--- src/rtl/loop_stack_if.sv ---
// Control-unit side of the nested-loop controller: loop instruction issue
// and the redirect / completion / status signals it produces.
interface loop_stack_if #(
  parameter int BITS    = 18,
  parameter int PC_BITS = 16,
  parameter int DEPTH   = 4
);
  localparam int DW = $clog2(DEPTH) + 1;

  logic               start_valid;
  logic [BITS-1:0]    start_count;
  logic               start_independent;
  logic [PC_BITS-1:0] start_pc;
  logic               end_valid;
  logic               redirect_valid;
  logic [PC_BITS-1:0] redirect_pc;
  logic               loop_done;
  logic [BITS-1:0]    top_iteration;
  logic [DW-1:0]      depth;
  logic               overflow_err;
  logic               underflow_err;
  logic               protocol_err;

  modport master (
    output start_valid, start_count, start_independent, start_pc, end_valid,
    input  redirect_valid, redirect_pc, loop_done, top_iteration, depth,
           overflow_err, underflow_err, protocol_err
  );

  modport slave (
    input  start_valid, start_count, start_independent, start_pc, end_valid,
    output redirect_valid, redirect_pc, loop_done, top_iteration, depth,
           overflow_err, underflow_err, protocol_err
  );
endinterface

--- src/rtl/loop_stack.sv ---
// Nested hardware-loop stack. start_loop pushes an entry; end_loop either
// advances the innermost loop and redirects to its body, or pops it.
// Each entry is idle/active purely by its position relative to depth.
module loop_stack #(
  parameter int BITS                  = 18,
  parameter int SUPERSCALAR_LOG_WIDTH = 2,
  parameter int DEPTH                 = 4,
  parameter int PC_BITS               = 16
) (
  input  logic        clk,
  input  logic        reset,
  loop_stack_if.slave bus
);
  localparam int AW = $clog2(DEPTH);
  localparam int DW = AW + 1;
  localparam logic [BITS:0] STEP_ONE = (BITS + 1)'(1);
  localparam logic [BITS:0] STEP_IND = STEP_ONE << SUPERSCALAR_LOG_WIDTH;

  logic [BITS-1:0]    count_q [DEPTH];
  logic [BITS-1:0]    iter_q  [DEPTH];
  logic [PC_BITS-1:0] pc_q    [DEPTH];
  logic               ind_q   [DEPTH];
  logic [DW-1:0]      depth_q;

  logic               redirect_valid_q;
  logic [PC_BITS-1:0] redirect_pc_q;
  logic               loop_done_q;
  logic               overflow_q;
  logic               underflow_q;
  logic               protocol_q;

  logic [AW-1:0] top_idx;
  logic [AW-1:0] push_idx;
  logic          full;
  logic          empty;
  logic [BITS:0] step;
  logic [BITS:0] next_iter;

  // Top-of-stack view; the extra sum bit keeps iteration+step from wrapping.
  always_comb begin
    top_idx   = AW'(depth_q - DW'(1));
    push_idx  = AW'(depth_q);
    full      = (depth_q == DW'(DEPTH));
    empty     = (depth_q == '0);
    step      = ind_q[top_idx] ? STEP_IND : STEP_ONE;
    next_iter = {1'b0, iter_q[top_idx]} + step;
  end

  // Stack update, registered pulses and sticky error flags.
  always_ff @(posedge clk or negedge reset) begin
    if (!reset) begin
      for (int i = 0; i < DEPTH; i++) begin
        count_q[i] <= '0;
        iter_q[i]  <= '0;
        pc_q[i]    <= '0;
        ind_q[i]   <= 1'b0;
      end
      depth_q          <= '0;
      redirect_valid_q <= 1'b0;
      redirect_pc_q    <= '0;
      loop_done_q      <= 1'b0;
      overflow_q       <= 1'b0;
      underflow_q      <= 1'b0;
      protocol_q       <= 1'b0;
    end else begin
      redirect_valid_q <= 1'b0;
      loop_done_q      <= 1'b0;
      if (bus.start_valid && bus.end_valid) begin
        protocol_q <= 1'b1;
      end else if (bus.start_valid) begin
        if (full) begin
          overflow_q <= 1'b1;
        end else begin
          // A zero count still executes the body once.
          count_q[push_idx] <= (bus.start_count == '0) ? BITS'(1) : bus.start_count;
          iter_q[push_idx]  <= '0;
          pc_q[push_idx]    <= bus.start_pc;
          ind_q[push_idx]   <= bus.start_independent;
          depth_q           <= depth_q + DW'(1);
        end
      end else if (bus.end_valid) begin
        if (empty) begin
          underflow_q <= 1'b1;
        end else if (next_iter < {1'b0, count_q[top_idx]}) begin
          iter_q[top_idx]  <= next_iter[BITS-1:0];
          redirect_valid_q <= 1'b1;
          redirect_pc_q    <= pc_q[top_idx];
        end else begin
          depth_q     <= depth_q - DW'(1);
          loop_done_q <= 1'b1;
        end
      end
    end
  end

  assign bus.redirect_valid = redirect_valid_q;
  assign bus.redirect_pc    = redirect_pc_q;
  assign bus.loop_done      = loop_done_q;
  assign bus.top_iteration  = empty ? '0 : iter_q[top_idx];
  assign bus.depth          = depth_q;
  assign bus.overflow_err   = overflow_q;
  assign bus.underflow_err  = underflow_q;
  assign bus.protocol_err   = protocol_q;
endmodule

--- src/flat_wrapper.sv ---
// flat-port wrapper written by rule: the top's interface ports become plain ports
module loop_stack_flat 
#(
  parameter int BITS                  = 18,
  parameter int SUPERSCALAR_LOG_WIDTH = 2,
  parameter int DEPTH                 = 4,
  parameter int PC_BITS               = 16
)
  (clk, reset, bus_start_valid, bus_start_count, bus_start_independent, bus_start_pc, bus_end_valid, bus_redirect_valid, bus_redirect_pc, bus_loop_done, bus_top_iteration, bus_depth, bus_overflow_err, bus_underflow_err, bus_protocol_err);
  loop_stack_if #(.BITS(BITS), .PC_BITS(PC_BITS), .DEPTH(DEPTH)) bus_i ();
  input  logic clk;
  input  logic reset;
  input wire logic [$bits(bus_i.start_valid)-1:0] bus_start_valid;
  input wire logic [$bits(bus_i.start_count)-1:0] bus_start_count;
  input wire logic [$bits(bus_i.start_independent)-1:0] bus_start_independent;
  input wire logic [$bits(bus_i.start_pc)-1:0] bus_start_pc;
  input wire logic [$bits(bus_i.end_valid)-1:0] bus_end_valid;
  output wire logic [$bits(bus_i.redirect_valid)-1:0] bus_redirect_valid;
  output wire logic [$bits(bus_i.redirect_pc)-1:0] bus_redirect_pc;
  output wire logic [$bits(bus_i.loop_done)-1:0] bus_loop_done;
  output wire logic [$bits(bus_i.top_iteration)-1:0] bus_top_iteration;
  output wire logic [$bits(bus_i.depth)-1:0] bus_depth;
  output wire logic [$bits(bus_i.overflow_err)-1:0] bus_overflow_err;
  output wire logic [$bits(bus_i.underflow_err)-1:0] bus_underflow_err;
  output wire logic [$bits(bus_i.protocol_err)-1:0] bus_protocol_err;
  assign bus_i.start_valid = bus_start_valid;
  assign bus_i.start_count = bus_start_count;
  assign bus_i.start_independent = bus_start_independent;
  assign bus_i.start_pc = bus_start_pc;
  assign bus_i.end_valid = bus_end_valid;
  assign bus_redirect_valid = bus_i.redirect_valid;
  assign bus_redirect_pc = bus_i.redirect_pc;
  assign bus_loop_done = bus_i.loop_done;
  assign bus_top_iteration = bus_i.top_iteration;
  assign bus_depth = bus_i.depth;
  assign bus_overflow_err = bus_i.overflow_err;
  assign bus_underflow_err = bus_i.underflow_err;
  assign bus_protocol_err = bus_i.protocol_err;
  loop_stack #(.BITS(BITS), .SUPERSCALAR_LOG_WIDTH(SUPERSCALAR_LOG_WIDTH), .DEPTH(DEPTH), .PC_BITS(PC_BITS)) u_core (.clk(clk), .reset(reset), .bus(bus_i));
endmodule
--- config.mk ---
export PLATFORM = sky130hd
export DESIGN_NAME = loop_stack_flat
export DESIGN_NICKNAME = d
export VERILOG_FILES = /design/src/rtl/loop_stack_if.sv /design/src/rtl/loop_stack.sv /design/src/flat_wrapper.sv
export SDC_FILE = /design/constraint.sdc
export NUM_CORES = 1
export LEC_CHECK = 0
export ABC_AREA = 1
export CAP_MARGIN = 20
export CORE_UTILIZATION = 35
export DETAILED_ROUTE_END_ITERATION = 16
export PLACE_DENSITY_LB_ADDON = 0.05
export SETUP_SLACK_MARGIN = 0.5
export SYNTH_ARGS = -nofsm -noshare
export SYNTH_HDL_FRONTEND = slang
export SYNTH_SLANG_ARGS = --single-unit
--- constraint.sdc ---
create_clock -name clk -period 16.6 [get_ports clk]
set_clock_uncertainty 0.2 [all_clocks]
set_input_delay 3.32 -clock clk [delete_from_list [all_inputs] [get_ports clk]]
set_output_delay 3.32 -clock clk [all_outputs]
set_load 0.02 [all_outputs]
==> flow_summary_export.csv <==
group,metric,value,unit
final_layout,layout.cells.non_filler,2077,
synthesis,yosysTopAreaCell,"dfrtp_1",
sta,final_number_of_setup_violating_endpoints,0,
cts,cts_hold_buf,0,
critical_path,crit_chain,"inv_2 > buf_4 > o21ai_0 > a21oi_1 > clkdlybuf4s50_1",
final_layout,fin_util,0.416,
power_and_ir_drop,power.switching,1.81,mW
drt,dr.first_iter.drc_count,801,
placed_design,port_buffers,80,
global_routing,wire_length_of_the_first_global_routing_pass,63000,um
critical_path,crit_path_start_kind,"flop",
sta,final.min_clock_period,6970,ps
global_routing,grt_pass1_vias,10800,
critical_path,timing.rr.start,"u_core.bus.depth[0]$_DFFE_PN0P_",
critical_path,worst-r2r-setup-slack,9800,ps
critical_path,timing_worst_setup_path_type,"reg2out",
drt,drcViolationCount,0,
synthesis,number_of_enable_type_register_cells_in_the_synthesized_netlist,0,
sta,final_max_slew_viols,0,
power_and_ir_drop,ir_drop,0.000151,V
power_and_ir_drop,finalPower,3.71,mW
cts,tritoncts.num_buffers,29,
sta,slew_headroom,0.252,
synthesis,synth_top_cells_by_count,"nand2_1 (492), dfrtp_1 (236), nand3_1 (147)",
power_and_ir_drop,power.share.switching,0.488,
global_routing,grt_start_max_net_pins,116,
drt,route.antenna.remaining_nets,0,
synthesis,syn-mean-instance-area,8.26,sq um
synthesis,synth_async_sr_flop_share,1.00,
drt,dr_total_vias,10900,
sta,fmax,143,MHz
critical_path,critical_path_required,13080,ps
sta,grt_setup_unrepaired,"false",
synthesis,synth.area.top_cells,"dfrtp_1 (46%), nand2_1 (14%), mux2_2 (8.9%)",
drt,drt-pass1-iter-count,7,
global_routing,grt_overflow_total,0,
final_layout,finalNetCount,1658,
critical_path,crit_arrival,3450,ps
power_and_ir_drop,internal_power,1.90,mW
sta,timing.setup.tns,0,ps
final_layout,area.growth.synth_to_final,16.1,%
synthesis,synth_warnings,0,
power_and_ir_drop,seqPwrFrac,0.265,
synthesis,synth_top_flop_cell,"dfrtp_1",
placed_design,dp_worst_setup_slack,9390,ps
critical_path,cp_slowest_stage_delay,750,ps
drt,routed_wirelength,39300,um
global_routing,antenna_found_initial,1,
cts,post_cts.repair.setup_buffers,0,
floorplan,boundaryPins,81,
critical_path,critical_path.endpoint_type,"output port",
floorplan,row_count,69,
sta,fin_ws,9630,ps
synthesis,synthDominantCellAreaShare,0.461,
cts,clock_sink_count,236,
critical_path,setup.worst_path.end,"bus_top_iteration[2]",
power_and_ir_drop,share_clk_of_total_power,0.166,
critical_path,critPathSlowestCell,"buf_4",
power_and_ir_drop,power.combinational.fraction,0.569,
status,status,"completed",
sta,report.final.hold_viol_count,0,
placed_design,cells_after_dpl,2022,
cts,ctsRootBufferMaster,"clkbuf_16",
synthesis,postSynthCellCount,1550,
final_layout,post_route_cells_drive_above_1_share,0.130,
critical_path,critPathMaxFanout,76,
cts,postCtsResizedCells,0,
sta,worstMarginPinSlew,1120,ps
synthesis,synth_fp_nets,1615,
cts,cts-htree-levels,1,
floorplan,chip_width,193,um
final_layout,multi_input_area,6130,sq um
drt,viasPerCell,5.24,
min_path,worst_hold_path_class,"reg2reg",
final_layout,area_taken_by_flip_flops_and_latches,5910,sq um
cts,clk_latency,560,ps
sta,fraction_of_the_cycle_the_final_worst_path_needs,0.420,
floorplan,initial_utilization,0.358,
drt,routed_wire_length_per_instance,18.9,um
critical_path,critical_path.reg2reg.endpoint,"u_core.iter_q[35]$_DFFE_PN0P_",
placed_design,last_weighted_congestion_value_of_the_routability_driven_placer,0.821,
critical_path,critPathLaunch,"u_core.bus.depth[0]$_DFFE_PN0P_",
critical_path,r2r_cells,23,
synthesis,yosysUniqueCellTypes,40,
final_layout,number_of_antenna_repair_diodes,0,
floorplan,die_h,193,um
global_routing,grt_usage,0.212,
power_and_ir_drop,total_leakage_power,6.95,nW
power_and_ir_drop,power-per-cell-area,250,nW/um^2
floorplan,core_area,35700,sq um
synthesis,synthesized_cell_area,12800,sq um
cts,cts_tree,"done",
floorplan,floorplan.die_area,37300,sq um
synthesis,seq_area_frac_synth,0.461,
cts,clk_pin_slew_worst_paths,50,ps
placed_design,dp_hpwl,24500,um
run,timing.max_cap.violations,0,
final_layout,fillers,3668,
synthesis,synth.most_common_cell,"nand2_1",
cts,cts_max_path_buffers,3,
synthesis,synth.ff_latch_count,236,
## layer usage
metal | track usage | share of wire
met4 | 0.0634 | 0.023
met3 | 0.0305 | 0.046
met2 | 0.338 | 0.46
met1 | 0.299 | 0.48
met5 | 0 | 0.00028
## logic make-up after synthesis
kind of cell,count (synthesis),share of synthesized area
xor gates and xnor gates,3,0.00205
adders and majority gates,26,0.0254
AOI/OAI and AO/OA,226,0.0981
DFF,236,0.461
and+or+nand+nor,774,0.263
buffers and inverters,184,0.0616
muxes,101,0.0889
## per-stage QoR
stage                     hold slack [ps]  area, sq um
final                                 262        14900
after global routing                  286        14900
after CTS                             272        14900
after detailed placement              260        13900
after global placement                258        13900
after floorplan                       242        12800
## flip-flops by register name, indices dropped and copies added, names as in the netlist
register / cells
u_core.count_q: 72
u_core.iter_q: 72
u_core.pc_q: 64
u_core.bus.redirect_pc: 16
u_core.ind_q: 4
u_core.bus.depth: 3
u_core.bus.loop_done: 1
u_core.bus.overflow_err: 1
u_core.bus.protocol_err: 1
u_core.bus.redirect_valid: 1
u_core.bus.underflow_err: 1
## power by group through the flow
| stage | Clock (mW) | Sequential [mW] | Combinational, mW |
|---|---|---|---|
| after CTS | 0.635 | 0.984 | 2.13 |
| final | 0.617 | 0.984 | 2.11 |
| after global routing | 0.658 | 1.02 | 2.34 |
| after floorplan | 0 | 0.969 | 1.43 |
| after detailed placement | 0 | 0.991 | 2.12 |
| after global placement | 0 | 0.987 | 2.11 |
## how the worst min path moves through the flow
stage / slack, ps / depth (start not counted) / startpoint / end
after floorplan: 240 / 2 / u_core.iter_q[0]$_DFFE_PN0P_ / u_core.iter_q[0]$_DFFE_PN0P_
after global placement: 260 / 2 / u_core.iter_q[36]$_DFFE_PN0P_ / u_core.iter_q[36]$_DFFE_PN0P_
after detailed placement: 260 / 1 / u_core.bus.overflow_err$_DFFE_PN0P_ / u_core.bus.overflow_err$_DFFE_PN0P_
after CTS: 270 / 1 / u_core.bus.overflow_err$_DFFE_PN0P_ / u_core.bus.overflow_err$_DFFE_PN0P_
after global routing: 290 / 2 / u_core.iter_q[0]$_DFFE_PN0P_ / u_core.iter_q[0]$_DFFE_PN0P_
final: 260 / 1 / u_core.bus.overflow_err$_DFFE_PN0P_ / u_core.bus.overflow_err$_DFFE_PN0P_
## worst max-delay path: cells and delay by family, from the launching register on
| family | cells | cell delay [ps] |
|---|---|---|
| AO/OA/AOI/OAI | 2 | 660 |
| buffers and inverters | 3 | 1540 |
| flip-flops | 1 | 670 |
## placed cells by master (no fill, tap or decap), types with 2 or more instances in the layout
cell             count
buf_4               18
a21o_1               2
clkdlybuf4s50_1     79
a21oi_1             65
nand3_1            147
nor3_1               4
nand4_1             41
o21ai_1              3
clkbuf_1             5
clkinv_2            11
o32ai_1              2
xor2_1               3
inv_1               90
nand2_2             10
ha_1                26
dfrtp_1            235
inv_2                7
a32o_1              16
o21ai_0            131
nand3_2              3
nor2_1              47
nand3_4              3
nor4_1               4
and2_1               7
a31o_2               2
clkbuf_16           29
nand2_1            492
mux2_2             101
nor2_2               6
nor2_4               7
clkbuf_8             8
## final cells by class
cell class / count / area share
clock buffer: 42 / 0.0575
inverter: 98 / 0.0248
timing repair buffer: 98 / 0.0633
sequential: 236 / 0.398
clock inverter: 12 / 0.00505
tap: 461 / 0.0388
multi-input combinational: 1130 / 0.413
(Power assumes the default switching activity.)
